$ cat src/rtl/simple_alu_wb_buffer_pkg.sv
// ---------------------------------------------------------------------------
// simple_alu_wb_buffer_pkg
// Shared writeback types for the execution lanes and FU sizing constants.
//   exeFlgs     - execution status flags carried with every result
//   wbPkt       - result packet presented to the writeback / bypass network
//   wbBufEntry  - one slot of the simple-ALU writeback buffer (packet + toggle)
// ---------------------------------------------------------------------------

`ifndef SIMPLE_WB_BUF_DEPTH
`define SIMPLE_WB_BUF_DEPTH 4
`endif

package simple_alu_wb_buffer_pkg;

    localparam int LOG_REG_W = 5;
    localparam int PHY_REG_W = 6;
    localparam int DATA_W    = 32;
    localparam int AL_ID_W   = 5;

    // Simple-ALU writeback buffer sizing, kept beside the other FU sizing values.
    localparam int SIMPLE_WB_BUF_DEPTH    = `SIMPLE_WB_BUF_DEPTH;
    localparam int SIMPLE_WB_STALL_MARGIN = 1;

    typedef struct packed {
        logic mispredict;
        logic exception;
        logic overflow;
        logic is_branch;
    } exeFlgs;

    typedef struct packed {
        logic                 valid;
        exeFlgs               flags;
        logic [LOG_REG_W-1:0] logDest;
        logic [PHY_REG_W-1:0] phyDest;
        logic [DATA_W-1:0]    destData;
        logic [AL_ID_W-1:0]   alID;
    } wbPkt;

    typedef struct packed {
        wbPkt pkt;
        logic toggle;
    } wbBufEntry;

endpackage

$ cat src/rtl/simple_alu_wb_buffer_fifo_ctrl.sv
// ---------------------------------------------------------------------------
// wb_fifo_ctrl
// Pointer and occupancy bookkeeping for the simple-ALU writeback buffer.
// Qualifies push/pop against flush and full/empty, tracks head/tail/count,
// produces the registered lookahead stall and the sticky overflow flag.
// Ports:
//   clk, reset_n      clock, synchronous active-low reset
//   push_req          incoming packet valid
//   pop_req           writeback grant for the head entry
//   flush             squash everything at the next edge
//   push_en, pop_en   qualified write / read strobes for the storage array
//   head, tail        read / write pointers
//   count             current occupancy
//   empty             count == 0
//   stall             registered, count >= DEPTH-STALL_MARGIN
//   overflow          sticky: push dropped because the buffer was full
// ---------------------------------------------------------------------------

module wb_fifo_ctrl
    import simple_alu_wb_buffer_pkg::*;
#(
    parameter int DEPTH        = SIMPLE_WB_BUF_DEPTH,
    parameter int STALL_MARGIN = SIMPLE_WB_STALL_MARGIN
) (
    input  logic                     clk,
    input  logic                     reset_n,
    input  logic                     push_req,
    input  logic                     pop_req,
    input  logic                     flush,
    output logic                     push_en,
    output logic                     pop_en,
    output logic [$clog2(DEPTH)-1:0] head,
    output logic [$clog2(DEPTH)-1:0] tail,
    output logic [$clog2(DEPTH):0]   count,
    output logic                     empty,
    output logic                     stall,
    output logic                     overflow
);

    localparam int PTR_W = $clog2(DEPTH);
    localparam int CNT_W = PTR_W + 1;
    localparam logic [CNT_W-1:0] FULL_CNT  = CNT_W'(DEPTH);
    localparam logic [CNT_W-1:0] STALL_CNT = CNT_W'(DEPTH - STALL_MARGIN);

    logic             full;
    logic             drop;
    logic [CNT_W-1:0] count_nxt;

    // Occupancy, not pointer compare, decides full/empty so head==tail is unambiguous.
    assign empty = (count == '0);
    assign full  = (count == FULL_CNT);

    assign pop_en  = pop_req && !empty && !flush;
    // A pop in the same cycle frees the slot, so a push at full is still accepted.
    assign push_en = push_req && !flush && (!full || pop_en);
    assign drop    = push_req && !flush && full && !pop_en;

    always_comb begin
        count_nxt = count;
        if (flush) begin
            count_nxt = '0;
        end else if (push_en && !pop_en) begin
            count_nxt = count + CNT_W'(1);
        end else if (pop_en && !push_en) begin
            count_nxt = count - CNT_W'(1);
        end
    end

    always_ff @(posedge clk) begin
        if (!reset_n) begin
            head     <= '0;
            tail     <= '0;
            count    <= '0;
            stall    <= 1'b0;
            overflow <= 1'b0;
        end else begin
            if (flush) begin
                head <= '0;
                tail <= '0;
            end else begin
                if (pop_en) begin
                    head <= head + PTR_W'(1);
                end
                if (push_en) begin
                    tail <= tail + PTR_W'(1);
                end
            end
            count <= count_nxt;
            // Registered from next-cycle occupancy so stall tracks count_o edge for edge.
            stall <= (count_nxt >= STALL_CNT);
            // Flush does not clear this: a drop is a protocol error kept until reset.
            if (drop) begin
                overflow <= 1'b1;
            end
        end
    end

endmodule

$ cat src/rtl/simple_alu_wb_buffer.sv
// ---------------------------------------------------------------------------
// simple_alu_wb_buffer
// Output buffer between the simple ALU and the shared writeback port. Holds
// results (plus their toggle marker) in FIFO order until the writeback arbiter
// grants the head entry, and raises a lookahead stall toward issue.
// Ports:
//   clk            clock
//   reset_n        synchronous active-low reset
//   wbPacket_i     ALU result, pushed when wbPacket_i.valid
//   toggleFlag_i   toggle marker travelling with wbPacket_i
//   flush_i        recovery flush, empties the buffer at the next edge
//   wbGrant_i      writeback port accepts the head entry this cycle
//   wbPacket_o     head entry, all zero when empty
//   toggleFlag_o   one-cycle pulse the cycle after a toggle entry is granted
//   stall_o        registered lookahead stall toward issue
//   overflow_o     sticky: a push was dropped while full
//   count_o        occupancy
// ---------------------------------------------------------------------------

module simple_alu_wb_buffer
    import simple_alu_wb_buffer_pkg::*;
#(
    parameter int DEPTH        = SIMPLE_WB_BUF_DEPTH,
    parameter int STALL_MARGIN = SIMPLE_WB_STALL_MARGIN
) (
    input  logic                   clk,
    input  logic                   reset_n,
    input  wbPkt                   wbPacket_i,
    input  logic                   toggleFlag_i,
    input  logic                   flush_i,
    input  logic                   wbGrant_i,
    output wbPkt                   wbPacket_o,
    output logic                   toggleFlag_o,
    output logic                   stall_o,
    output logic                   overflow_o,
    output logic [$clog2(DEPTH):0] count_o
);

    localparam int PTR_W = $clog2(DEPTH);

    logic             push_en;
    logic             pop_en;
    logic             empty;
    logic [PTR_W-1:0] head;
    logic [PTR_W-1:0] tail;
    wbBufEntry        entries [DEPTH];
    wbBufEntry        push_entry;

    wb_fifo_ctrl #(
        .DEPTH        (DEPTH),
        .STALL_MARGIN (STALL_MARGIN)
    ) u_ctrl (
        .clk      (clk),
        .reset_n  (reset_n),
        .push_req (wbPacket_i.valid),
        .pop_req  (wbGrant_i),
        .flush    (flush_i),
        .push_en  (push_en),
        .pop_en   (pop_en),
        .head     (head),
        .tail     (tail),
        .count    (count_o),
        .empty    (empty),
        .stall    (stall_o),
        .overflow (overflow_o)
    );

    always_comb begin
        push_entry        = '0;
        push_entry.pkt    = wbPacket_i;
        push_entry.toggle = toggleFlag_i;
    end

    always_ff @(posedge clk) begin
        if (!reset_n) begin
            for (int i = 0; i < DEPTH; i++) begin
                entries[i] <= '0;
            end
            toggleFlag_o <= 1'b0;
        end else begin
            if (flush_i) begin
                for (int i = 0; i < DEPTH; i++) begin
                    entries[i].pkt.valid <= 1'b0;
                end
            end else if (push_en) begin
                // At full with a same-cycle pop, tail==head: the head is read
                // this cycle before being overwritten at the edge.
                entries[tail] <= push_entry;
            end
            toggleFlag_o <= pop_en && entries[head].toggle;
        end
    end

    // Gate on occupancy so stale slots never leak out when empty.
    always_comb begin
        wbPacket_o = '0;
        if (!empty) begin
            wbPacket_o = entries[head].pkt;
        end
    end

endmodule
$ cat config.mk
export PLATFORM = sky130hd
export DESIGN_NAME = simple_alu_wb_buffer
export DESIGN_NICKNAME = d
export VERILOG_FILES = /design/src/rtl/simple_alu_wb_buffer_pkg.sv /design/src/rtl/simple_alu_wb_buffer_fifo_ctrl.sv /design/src/rtl/simple_alu_wb_buffer.sv
export SDC_FILE = /design/constraint.sdc
export NUM_CORES = 1
export LEC_CHECK = 0
export CORE_AREA = 2 2 176 178
export CTS_BUF_LIST = sky130_fd_sc_hd__clkbuf_8
export CTS_CLUSTER_DIAMETER = 30
export CTS_CLUSTER_SIZE = 25
export DETAILED_ROUTE_END_ITERATION = 8
export DIE_AREA = 0 0 178 180
export GPL_TIMING_DRIVEN = 0
export PLACE_DENSITY = 0.57
export SYNTH_ARGS = -nofsm -noshare
export SYNTH_HDL_FRONTEND = slang
export SYNTH_SLANG_ARGS = --single-unit
$ cat constraint.sdc
create_clock -name clk -period 6.5 [get_ports clk]
set_clock_uncertainty 0.15 [all_clocks]
set_input_delay 1.3 -clock clk [delete_from_list [all_inputs] [get_ports clk]]
set_output_delay 1.3 -clock clk [all_outputs]
set_load 0.01 [all_outputs]
# --- Word-level counts from Yosys, hierarchy flattened ---
# Memories as Yosys holds them, arrays and structs flattened. A register that Yosys moved wholly into a read port is not among the register bits.
# Index checks and enable logic that the tools add are counted.
classes:
  order_cmp: 1
  n_eq_ne: 1
  muxes: 21
  bitwise: 5
  n_reduce_logical: 18
  add_sub_neg: 4
op_table:
  columns: ["operator", "n"]
  rows:
  - ["$mux 54", 1]
  - ["$reduce_or 54->1", 1]
  - ["$mux 53", 1]
  - ["$mux 1", 12]
  - ["$logic_and 1x1->1", 9]
  - ["$mux 3", 3]
  - ["$mux 2", 4]
  - ["$logic_not 1->1", 5]
  - ["$add 2x1->2 const B", 2]
  - ["$or 1x1->1", 4]
  - ["$add 3x1->3 const B", 1]
  - ["$eq 3x3->1 const B", 1]
  - ["$ge 3x2->1 const B", 1]
  - ["$logic_not 3->1", 1]
  - ["$sub 3x1->3 const B", 1]
  - ["$reduce_or 2->1", 1]
  - ["$logic_or 1x1->1", 1]
  - ["$not 1->1", 1]
totals:
  wordCells: 57
  register_bits: 10
  out_inout_bits: 59
  in_bits: 58
  mem_count: 1
  ramBits: 216
memory_table:
  columns: ["memory", "depth", "word_bits", "rd", "rd_clocked_by_memory_dff", "write_ports", "line", "rtl"]
  rows:
  - ["entries", 4, 54, 1, 1, 4, "simple_alu_wb_buffer.sv:46", "wbBufEntry entries [DEPTH];"]

# --- Longest topological paths before layout ---
depth:
  word_depth: 12
  ltp_mapped: 8
  depth_no_buf: 7

# --- Modules after synthesis ---
# Synthesis repeated with hierarchy kept, for this count alone.
unflattened:
  hier_cells: 790
  hier_area_um2: 10959.3
modules_own_cells:
  columns: ["module", "seq_area_each_um2", "area_per_inst_um2", "cells_per_inst", "n_inst"]
  rows:
  - ["simple_alu_wb_buffer", 6506.2, 10480.1, 738, 1]
  - ["wb_fifo_ctrl", 180.2, 479.2, 52, 1]

# --- Worst setup path after synthesis ---
# Ideal clock, no wire load.
synth_timing:
  path_type: "input to register"
  from: "in flush_i"
  to: "mem entries[0][0] (netlist name) (enable)"
  t_required_ps: 5938
  path_buffers: 2
  setup_time_ps: 412
  cell_stages: 6
  path_slack_ps: 2708
  arrival_time_ps: 3230
  path_cell_list: "and2b_2 > and3_1 > buf_6 > buf_2 > nand2_1 > nand2_1"
synth_rtl:
  columns: ["item", "line", "rtl"]
  rows:
  - ["start, declared", "simple_alu_wb_buffer.sv:30", "input logic flush_i,"]
  - ["end, declared", "simple_alu_wb_buffer.sv:46", null]

==> results by group <==
Layout
  • Commonest non-fill, non-tap cells in the layout: edfxtp_1 (216), and3_1 (215), clkdlybuf4s50_1 (116)
  • Layout cells sized above 1: 0.1940
  • Non-filler cells, final: approximately 1300
  • Layout area overhead: 27.13%
  • Ant. Diodes: 0
  • Util after Layout: 0.4407
  • Final Instance Area: 13300 um^2
  • Commonest non-fill, non-tap cell in the layout: edfxtp_1
  • # nets final: 920

STA
  • Final period utilization: 0.6766
  • Final min period: approximately 4400 ps
  • Max Fclk: 227.4 MHz
  • Worst Max-Slew Pin Slew: 919.8 ps
  • RSZ-0062 raised after global routing: no
  • Count of final setup violators: 0
  • Max transition margin: 0.3868
  • Total negative slack: 0 ps
  • Pins Over Slew Limit: 0
  • Fin. Hold Viols: 0

Drt
  • DRC viols: 0
  • ANT nets after route: 0
  • Via count: 6537
  • Vias per inst: 5.056
  • Drt pass-1 iters: 5
  • WL final: between 20 and 30 mm
  • Detailed router's first-iteration violation count: 482
  • Wire per inst: 21.21 um

GRT
  • Largest net degree at the start of global routing: 54
  • Vias in the first global route: 6968
  • Grt ovf: 0
  • Tot GR Track Use: 0.1717
  • Initial antenna violation count: 0
  • First-pass GRT wire length: 40.85 mm

Worst setup path
  • Worst setup EP type: output pin
  • Worst endpoint data arrival time: 2950 ps
  • Worst setup SP type: flop
  • Setup Crit Path Kind: flop to output pin
  • Crit Path Max Fanout: 10
  • Crit path required time: slightly above 5000 ps

Power
  • Power per cell area: 279.6 nW/um^2
  • Leakage: 0.005438 uW
  • VDD IR max: 0.1346 mV
  • Total Power: 3719 uW

Clocking
  • TritonCTS clock tree: built
  • CTS clk-pin slew, worst paths: 70 ps
  • Post-CTS sizing: 0
  • Later-pin clock latency in the skew report: ~570 ps
  • CTS root buffer: clkbuf_8
  • # H-tree levels: 2
  • Setup bufs post-CTS: 0
  • Clock sink count: between 200 and 250
  • TritonCTS Buffers: 52
  • CTS Hold Bufs: 0
  • Clock tree buffer depth: 3

Placement
  • DP HPWL: 16.05 mm
  • Placed Area: 12150 um^2
  • Routability Congestion: 0.7329
  • DP Cell Count: about 1200
  • Input/output buffers: 116

Logic synthesis
  • Post-synth top area share: 0.6198
  • Post-synth top area cell: edfxtp_1
  • Mapped Nets: 750
  • Synthesized flop and latch total: roughly 230
  • Syn Std Cell Area: roughly 10000 um^2
  • Mapped Cells: 685
  • Mean post-synth cell area: 15.28 um^2
  • Yosys warning count: 0
  • Largest cells by area after synthesis: edfxtp_1 (62%), and3_1 (13%), mux4_2 (12%)
  • Post-synthesis sequential area ratio: 0.6428
  • Distinct cells, synth: 35

Die
  • Die height: 180 um
  • Die area: 32040 um^2
  • DIE WIDTH: ~180 um
  • Ports: 117
  • Row Count: 64
  • Core area: about 30000 um^2
  • Initial Utilization: 0.3467

Status
  • Outcome: finished clean

Min path
  • Hold Crit Class: flop to flop

Job
  • Maxcap violations: 0
[kinds of logic (layout without fill, tap and decap cells)]
logic type / Yosys count / after routing / share of synthesized area
flip-flops: 228 / 228 / 0.6428
adder cells (fa/ha/maj): 7 / 7 / 0.008369
XOR/XNOR: 4 / 4 / 0.003348
AND/OR/NAND/NOR: 309 / 309 / 0.1807
multiplexers: 55 / 55 / 0.1172
AO/OA/AOI/OAI: 10 / 10 / 0.006696
buffers and inverters: 72 / 284 / 0.04101
[flip-flops by register name, summed over array words and instances (netlist names), named ones only]
name	flops
toggleFlag_o	1
u_ctrl.tail	2
u_ctrl.head	2
u_ctrl.count	3
u_ctrl.stall	1
entries	216
u_ctrl.overflow	1
[cell usage after synthesis]
library cell / count
a211oi_1: 1
a21o_1: 1
a21oi_1: 2
a31o_2: 1
and2b_1: 1
and2b_2: 1
and3_1: 215
buf_1: 5
buf_2: 3
buf_4: 5
buf_6: 18
clkbuf_1: 31
clkbuf_2: 1
dfxtp_1: 12
edfxtp_1: 216
ha_1: 7
inv_1: 9
mux2i_1: 1
mux4_2: 54
nand2_1: 16
nand2b_1: 3
nand3_1: 4
nand3b_2: 1
nand4_1: 2
nand4bb_1: 1
nor2_1: 6
nor2b_1: 55
nor2b_2: 1
nor3_1: 1
nor3b_1: 2
o21a_1: 2
o22ai_1: 1
o31ai_1: 2
xnor2_1: 3
xor2_1: 1
[per-layer routing]
| layer | track usage | vias up | routed length [um] |
|---|---|---|---|
| met5 | 0 | - | 0 |
| met4 | 0.05082 | 0 | 505 |
| met3 | 0.03109 | 44 | 1560 |
| met2 | 0.3000 | 209 | 14110 |
| met1 | 0.2158 | 3276 | 11250 |
| li1 | - | 3008 | - |
[stage by stage]
stage | hold slack, ps | worst slack (ps)
after floorplan | 319.2 | 2708
after global placement | 334.3 | 834.5
after detailed placement | 344.4 | 2248
after CTS | 359.8 | 2039
after global routing | 400.2 | 1952
final | 357.7 | 2102
[layout make-up]
cell class / instances / area, um^2
Multi-Input combinational cell: 385 / 3339
Fill cell: 2804 / 16880
Inverter: 9 / 33.78
Clock inverter: 43 / 422.9
Clock buffer: 53 / 729.5
Buffer: 63 / 395.4
Timing Repair Buffer: 116 / 1161
Tap cell: 396 / 495.5
Sequential cell: 228 / 6726
[report_power, final]
part	internal [uW]	total [uW]	switching, uW	leakage [uW]
logic	126	276	149	0.00251
registers	1670	1680	15.3	0.00234
clock network	1060	1760	702	0.000586
[critical path: stages, from the launching register on]
cell and delay, ps:
dfxtp_1 300, clkbuf_2 280, buf_1 580, mux4_2 320, nor2b_1 280, clkdlybuf4s50_1 600
[final timing paths]
| kind | startpoint | endpoint | slack, ps | cells after the start |
|---|---|---|---|---|
| worst max-delay path | flop | wbPacket_o[51] | 2100 | 5 |
| worst min-delay path | u_ctrl.overflow | u_ctrl.overflow | 360 | 1 |
| worst max register to register | u_ctrl.count[1] | entries[2][17] | 3520 | 8 |
| worst min register to register | u_ctrl.overflow | u_ctrl.overflow | 360 | 1 |
Power figures use the tool's default switching activity.
